<file path="src/rtl/mul_pkg.sv">
// Shared definitions for the shift-add multiplier sequencer.
//   mul_state_t   : sequencer state (IDLE / RUN / DONE), 2-bit encoding
//   DEFAULT_WIDTH : default operand width
//   step_w()      : width of the step counter for a given operand width
package mul_pkg;

  localparam int DEFAULT_WIDTH = 32;

  typedef enum logic [1:0] {
    IDLE = 2'd0,
    RUN  = 2'd1,
    DONE = 2'd2
  } mul_state_t;

  // The counter must reach 2*width (the timeout value), hence the extra bit.
  function automatic int step_w(input int width);
    return $clog2(2 * width) + 1;
  endfunction

endpackage

</file>
<file path="src/rtl/mul_step.sv">
// One combinational shift-add step of an unsigned sequential multiplier.
//   hi      in  WIDTH+1  upper partial product (carry in the top bit)
//   lo      in  WIDTH    lower partial product / remaining multiplier bits
//   mcand   in  WIDTH    multiplicand
//   next_hi out WIDTH+1  upper half after add and shift
//   next_lo out WIDTH    lower half after add and shift
module mul_step #(
  parameter int WIDTH = 32
) (
  input  logic [WIDTH:0]   hi,
  input  logic [WIDTH-1:0] lo,
  input  logic [WIDTH-1:0] mcand,
  output logic [WIDTH:0]   next_hi,
  output logic [WIDTH-1:0] next_lo
);

  logic [WIDTH:0] w_addend;
  logic [WIDTH:0] w_sum;

  assign w_addend = {1'b0, (lo[0] ? mcand : '0)};
  // hi[WIDTH] is always zero at the start of a step (cleared at load, and the
  // shift below refills it with zero), so adding the full hi equals adding
  // hi[WIDTH-1:0]; the WIDTH+1-bit sum keeps the carry.
  assign w_sum    = hi + w_addend;

  // {sum, lo} >> 1 with the carry retained: sum's LSB moves into lo's MSB.
  assign next_hi  = {1'b0, w_sum[WIDTH:1]};
  assign next_lo  = {w_sum[0], lo[WIDTH-1:1]};

endmodule

</file>
<file path="src/rtl/mul_sequencer.sv">
// Sequential shift-add multiplier sitting upstream of the Control block.
//   clk          in  1        clock, rising edge
//   rst          in  1        asynchronous active-low reset
//   start        in  1        begin a multiply (sampled in IDLE)
//   multiplicand in  WIDTH    operand A
//   multiplier   in  WIDTH    operand B
//   ready        in  1        Control: counting complete (sampled in RUN)
//   counting     out 1        to Control: high while in RUN
//   busy         out 1        high in RUN and DONE
//   product      out 2*WIDTH  result, stable while valid
//   valid        out 1        result available (DONE)
//   ack          in  1        consumer takes the result (sampled in DONE)
//   err          out 1        step count mismatch or timeout; qualifies valid
module mul_sequencer
  import mul_pkg::*;
#(
  parameter int WIDTH = DEFAULT_WIDTH
) (
  input  logic                 clk,
  input  logic                 rst,
  input  logic                 start,
  input  logic [WIDTH-1:0]     multiplicand,
  input  logic [WIDTH-1:0]     multiplier,
  input  logic                 ready,
  output logic                 counting,
  output logic                 busy,
  output logic [2*WIDTH-1:0]   product,
  output logic                 valid,
  input  logic                 ack,
  output logic                 err
);

  localparam int                STEP_W    = step_w(WIDTH);
  localparam logic [STEP_W-1:0] MAX_STEPS = STEP_W'(2 * WIDTH);
  localparam logic [STEP_W-1:0] EXP_STEPS = STEP_W'(WIDTH);

  mul_state_t           r_state;
  mul_state_t           w_next_state;
  logic [WIDTH:0]       r_hi;
  logic [WIDTH-1:0]     r_lo;
  logic [WIDTH-1:0]     r_mcand;
  logic [STEP_W-1:0]    r_steps;
  logic [2*WIDTH-1:0]   r_product;
  logic                 r_err;
  logic [WIDTH:0]       w_next_hi;
  logic [WIDTH-1:0]     w_next_lo;
  logic                 w_timeout;

  mul_step #(.WIDTH(WIDTH)) u_step (
    .hi      (r_hi),
    .lo      (r_lo),
    .mcand   (r_mcand),
    .next_hi (w_next_hi),
    .next_lo (w_next_lo)
  );

  assign w_timeout = (r_steps == MAX_STEPS);

  // State register.
  // NOTE: sequential state uses non-blocking assignments so every flop
  // samples pre-edge values regardless of process ordering.
  always_ff @(posedge clk or negedge rst) begin
    if (!rst) r_state <= IDLE;
    else      r_state <= w_next_state;
  end

  // Next-state logic. ready wins over a simultaneous timeout and ack wins
  // over start in DONE simply because start is only looked at in IDLE.
  always_comb begin
    // NOTE: default first so no path leaves w_next_state unassigned (no latch).
    w_next_state = r_state;
    case (r_state)
      IDLE:    if (start) w_next_state = RUN;
      RUN:     if (ready || w_timeout) w_next_state = DONE;
      DONE:    if (ack) w_next_state = IDLE;
      default: w_next_state = IDLE;
    endcase
  end

  // Output decode.
  always_comb begin
    counting = 1'b0;
    busy     = 1'b0;
    valid    = 1'b0;
    case (r_state)
      RUN: begin
        counting = 1'b1;
        busy     = 1'b1;
      end
      DONE: begin
        busy  = 1'b1;
        valid = 1'b1;
      end
      default: ;
    endcase
  end

  // Datapath: operand load, one step per RUN cycle, result capture.
  always_ff @(posedge clk or negedge rst) begin
    if (!rst) begin
      r_hi      <= '0;
      r_lo      <= '0;
      r_mcand   <= '0;
      r_steps   <= '0;
      r_product <= '0;
      r_err     <= 1'b0;
    end else begin
      case (r_state)
        IDLE: begin
          if (start) begin
            r_hi    <= '0;
            r_lo    <= multiplier;
            r_mcand <= multiplicand;
            r_steps <= '0;
          end
        end
        RUN: begin
          if (ready) begin
            r_product <= {r_hi[WIDTH-1:0], r_lo};
            r_err     <= (r_steps != EXP_STEPS);
          end else if (w_timeout) begin
            r_product <= {r_hi[WIDTH-1:0], r_lo};
            r_err     <= 1'b1;
          end else begin
            r_hi    <= w_next_hi;
            r_lo    <= w_next_lo;
            r_steps <= r_steps + STEP_W'(1);
          end
        end
        default: ;
      endcase
    end
  end

  assign product = r_product;
  assign err     = r_err;

endmodule
</file>
<file path="config.mk">
export PLATFORM = sky130hd
export DESIGN_NAME = mul_sequencer
export DESIGN_NICKNAME = d
export VERILOG_FILES = /design/src/rtl/mul_pkg.sv /design/src/rtl/mul_step.sv /design/src/rtl/mul_sequencer.sv
export SDC_FILE = /design/constraint.sdc
export NUM_CORES = 1
export LEC_CHECK = 0
export CAP_MARGIN = 20
export CORE_MARGIN = 2
export CORE_UTILIZATION = 49
export CTS_CLUSTER_DIAMETER = 50
export DETAILED_ROUTE_END_ITERATION = 10
export PLACE_DENSITY = 0.77
export SLEW_MARGIN = 20
export SYNTH_ARGS = -nofsm -noshare
export SYNTH_HDL_FRONTEND = slang
export SYNTH_SLANG_ARGS = --single-unit
export TNS_END_PERCENT = 50
</file>
<file path="constraint.sdc">
create_clock -name clk -period 2.64 [get_ports clk]
set_input_delay 0.528 -clock clk [delete_from_list [all_inputs] [get_ports clk]]
set_output_delay 0.528 -clock clk [all_outputs]
set_load 0.03 [all_outputs]
</file>
==> flow_summary.toml <==
[floorplan]
start_util_pct = 49.58
dieArea_um2 = 19140
core-area_um2 = 17840
die_h_um = 138.4
design.portCount = 137
row_count = 49
die_w_um = 138.4

[cts]
clk_pin_slew_ns = 0.07
clockRootBuffer = "clkbuf_16"
numCtsBuffers = 17
clkSinkCount = 170
h-tree-depth = 4
cts_tree = "yes"
insertion_delay_ns = 0.43
cts_buffer_depth = 2

[worst_setup_path]
worstPathMaxFanout = 22
rrSetupSlack_ns = 0.02
crit_end = "r_hi[25]$_DFFE_PN0P_"
end_kind = "flop"
path_class = "reg -> reg"
cpLargestDelayFamily = "compound AO/OA/AOI/OAI gates"
crit_cells = 11
crit_slowest_cell = "or3b_4"
crit_arrival_ns = 2.97
cp.required_ns = 2.99
timing.critical_path.cells = "buf_6, and2_1, ha_1, nor2b_4, o2111ai_2, buf_4, a211oi_2, or3b_4, o21a_1, o21a_1, o211ai_1"
crit_start = "r_lo[0]$_DFFE_PN0P_"
r2r-start = "r_lo[0]$_DFFE_PN0P_"
slowest_delay_ns = 0.42
r2r_cells = 11
cp-start-kind = "flop"
crit_buf_inv = 2
timing.rr.end = "r_hi[25]$_DFFE_PN0P_"
path_common_cell = "o21a_1"

[detailed_routing]
num_vias = 6812
drc = 0
finalWirelength_um = 20830
ant_nets = 0
vias_per_cell = 5.485
drt_first_pass_iters = 5
drt_iter0_markers = 302
wl_per_cell_um = 16.77

[cells_and_area]
area_delta_synth_final_pct = 30.91
antennaDiodeCount = 0
finalNetCount = 1108
drive_above_1_share_pct = 22.70
layoutNonFillerInstCount = 1242
utilization_pct = 64.91
design_area_um2 = 11580

[sta]
period_needed_ns = 2.621
setup_violations = 0
clock_skew_ns = 0.01053
slew_viol_final = 0
tightest_slew_ns = 0.5517
rsz0062_at_grt = "true"
finalHoldViolations = 0
period_share_pct = 99.30
fmax_mhz = 381.5
maxSlewHeadroom_pct = 63.22
fin_ws_ns = 0.01853

[global_route]
antenna_found_initial = 1
grt_pass1_wl_um = 34850
grt_max_degree = 73
grt_overflow = 0
grtUsageTotal_pct = 22.32
grt_pass1_vias = 7043

[placement]
dp_hpwl_um = 15050
dp_cells = 1208
place.gp.congestion = 0.8874
port-buffer-count = 136
place_ws_ns = -0.05449
postPlaceCellArea_um2 = 10860

[power_and_ir_drop]
total_power_w = 0.01435
irDropWorstVdd_mv = 0.7746
cellPowerDensity_nw_per_um2 = 1239
p_leak_nw = 5.121

[synthesis]
synth_edf_count = 0
async_reset_ff_share_pct = 100.0
netlist_area_um2 = 8846
synth_cell_type_count = 61
syn-instance-count = 820
ys_warn_count = 0
ys_ff_latch = 170
yosysSeqAreaShare_pct = 48.09
syn-num-nets = 927
synth.avg_cell_area_um2 = 10.79
synth_flop_cell = "dfrtp_1"

[min_path]
min_path_type = "reg -> reg"

[outcome]
status = "finished clean"

[run]
cap_violations = 0
final cells by class:
cell class              instances  area [µm²]
clock inverters                12       152.6
clock buffers                  19       452.9
multi-input cells             592        4457
flip-flops and latches        170        4254
repair buffers                204        1917
fillers                      1411        6261
well taps                     229       286.5
inverters                      16       60.06
registers in the layout (all words and copies together), names as in the netlist:
register and count:
r_lo 32, r_hi 32, product 64, r_steps 7, err 1, r_state 2
r_mcand 32
Yosys cell counts, types with 5 or more instances:
master	number	share of area, %
dfrtp_1	170	48
mux2_2	95	12
a21oi_1	67	3.8
nand2_1	60	2.5
nor2_1	59	2.5
ha_1	37	5.2
o21ai_0	37	2.1
mux2i_1	35	4.0
and2_1	32	2.3
clkbuf_1	22	0.93
a21o_1	19	1.6
inv_1	16	0.68
nand3_1	15	0.85
xnor2_1	15	1.5
xor2_1	14	1.4
buf_2	12	0.68
o211ai_1	10	0.85
o21ai_1	10	0.57
buf_1	7	0.30
nand4_1	7	0.50
nor3_1	6	0.34
o21a_1	6	0.51
o21bai_1	5	0.42
report_power, final:
part	internal [W]	switching (W)	total, W
logic	0.00346	0.00397	0.00743
clock network	0.00147	0.00111	0.00259
registers	0.00366	0.000676	0.00433
total	0.00859	0.00576	0.0143
layout by cell type, fill, tap and decap left out, types with 3 or more instances in the layout:
cell type          n
a31oi_1            3
clkbuf_16         17
mux2i_1           35
nand4_1            7
o21a_1             6
o211ai_1          10
nand3_1           15
inv_6              6
mux2_2            95
a21oi_1           66
o21ai_0           34
nand2b_1           4
nand2_1           58
a21oi_2            3
buf_4             63
inv_1             16
nor2_1            59
xnor2_1           15
nand2_2            3
ha_1              33
and3_1             4
and2_1            32
xor2_1            14
or2_2              3
o21ai_2            3
nor3_1             5
buf_12             3
a21o_1            19
o21ai_1           10
a21boi_0           3
o21bai_1           5
dfrtp_1          170
a211oi_1           4
clkdlybuf4s50_1  135
through the flow:
stage               hold WS (ns)  TNS (ns)
CTS                       0.4788         0
global placement          0.3654         0
floorplan                 0.2324         0
global route              0.4819   -0.7468
detailed placement        0.3697   -0.1315
finish                    0.4741         0
cell families after synthesis:
| logic type | synth area share (%) |
|---|---|
| AOI/OAI and AO/OA | 13.56 |
| adders and majority gates | 5.460 |
| buffers and inverters | 2.645 |
| muxes | 16.05 |
| and+or+nand+nor | 11.32 |
| xor gates and xnor gates | 2.871 |
| DFF | 48.09 |
worst min-delay path by stage:
stage | from | end | slack [ns] | depth (start not counted)
5_1_grt | rst | product[0]$_DFFE_PN0P_ | 0.48 | 2
3_5_place_dp | rst | product[38]$_DFFE_PN0P_ | 0.37 | 1
4_1_cts | rst | product[0]$_DFFE_PN0P_ | 0.48 | 2
3_3_place_gp | rst | product[38]$_DFFE_PN0P_ | 0.37 | 1
2_1_floorplan | rst | err$_DFFE_PN0P_ | 0.23 | 0
6_report | r_steps[5]$_DFFE_PN0P_ | err$_DFFE_PN0P_ | 0.47 | 1
repair_timing:
item                                    4_1_cts  5_1_grt
endpoints found under the setup margin        7       16
buffers inserted                              0        2
hold buffers                                  1        0
pin swaps                                     0        6
resized for setup                             4       16
hold endpoints to repair                     14        0
per-layer routing:
metal  part of all wire [%]  routed length [µm]  GRT usage, %  vias to the layer above
met1                     43                8909         27.51                     3340
li1                       -                   -             -                     3279
met2                     49               10310         38.46                      170
met4                    1.1                 232         4.619                        2
met3                    6.6                1370         7.482                       21
met5                  0.062                  13             0                        -
No activity file was read; power rests on OpenSTA's default activity.
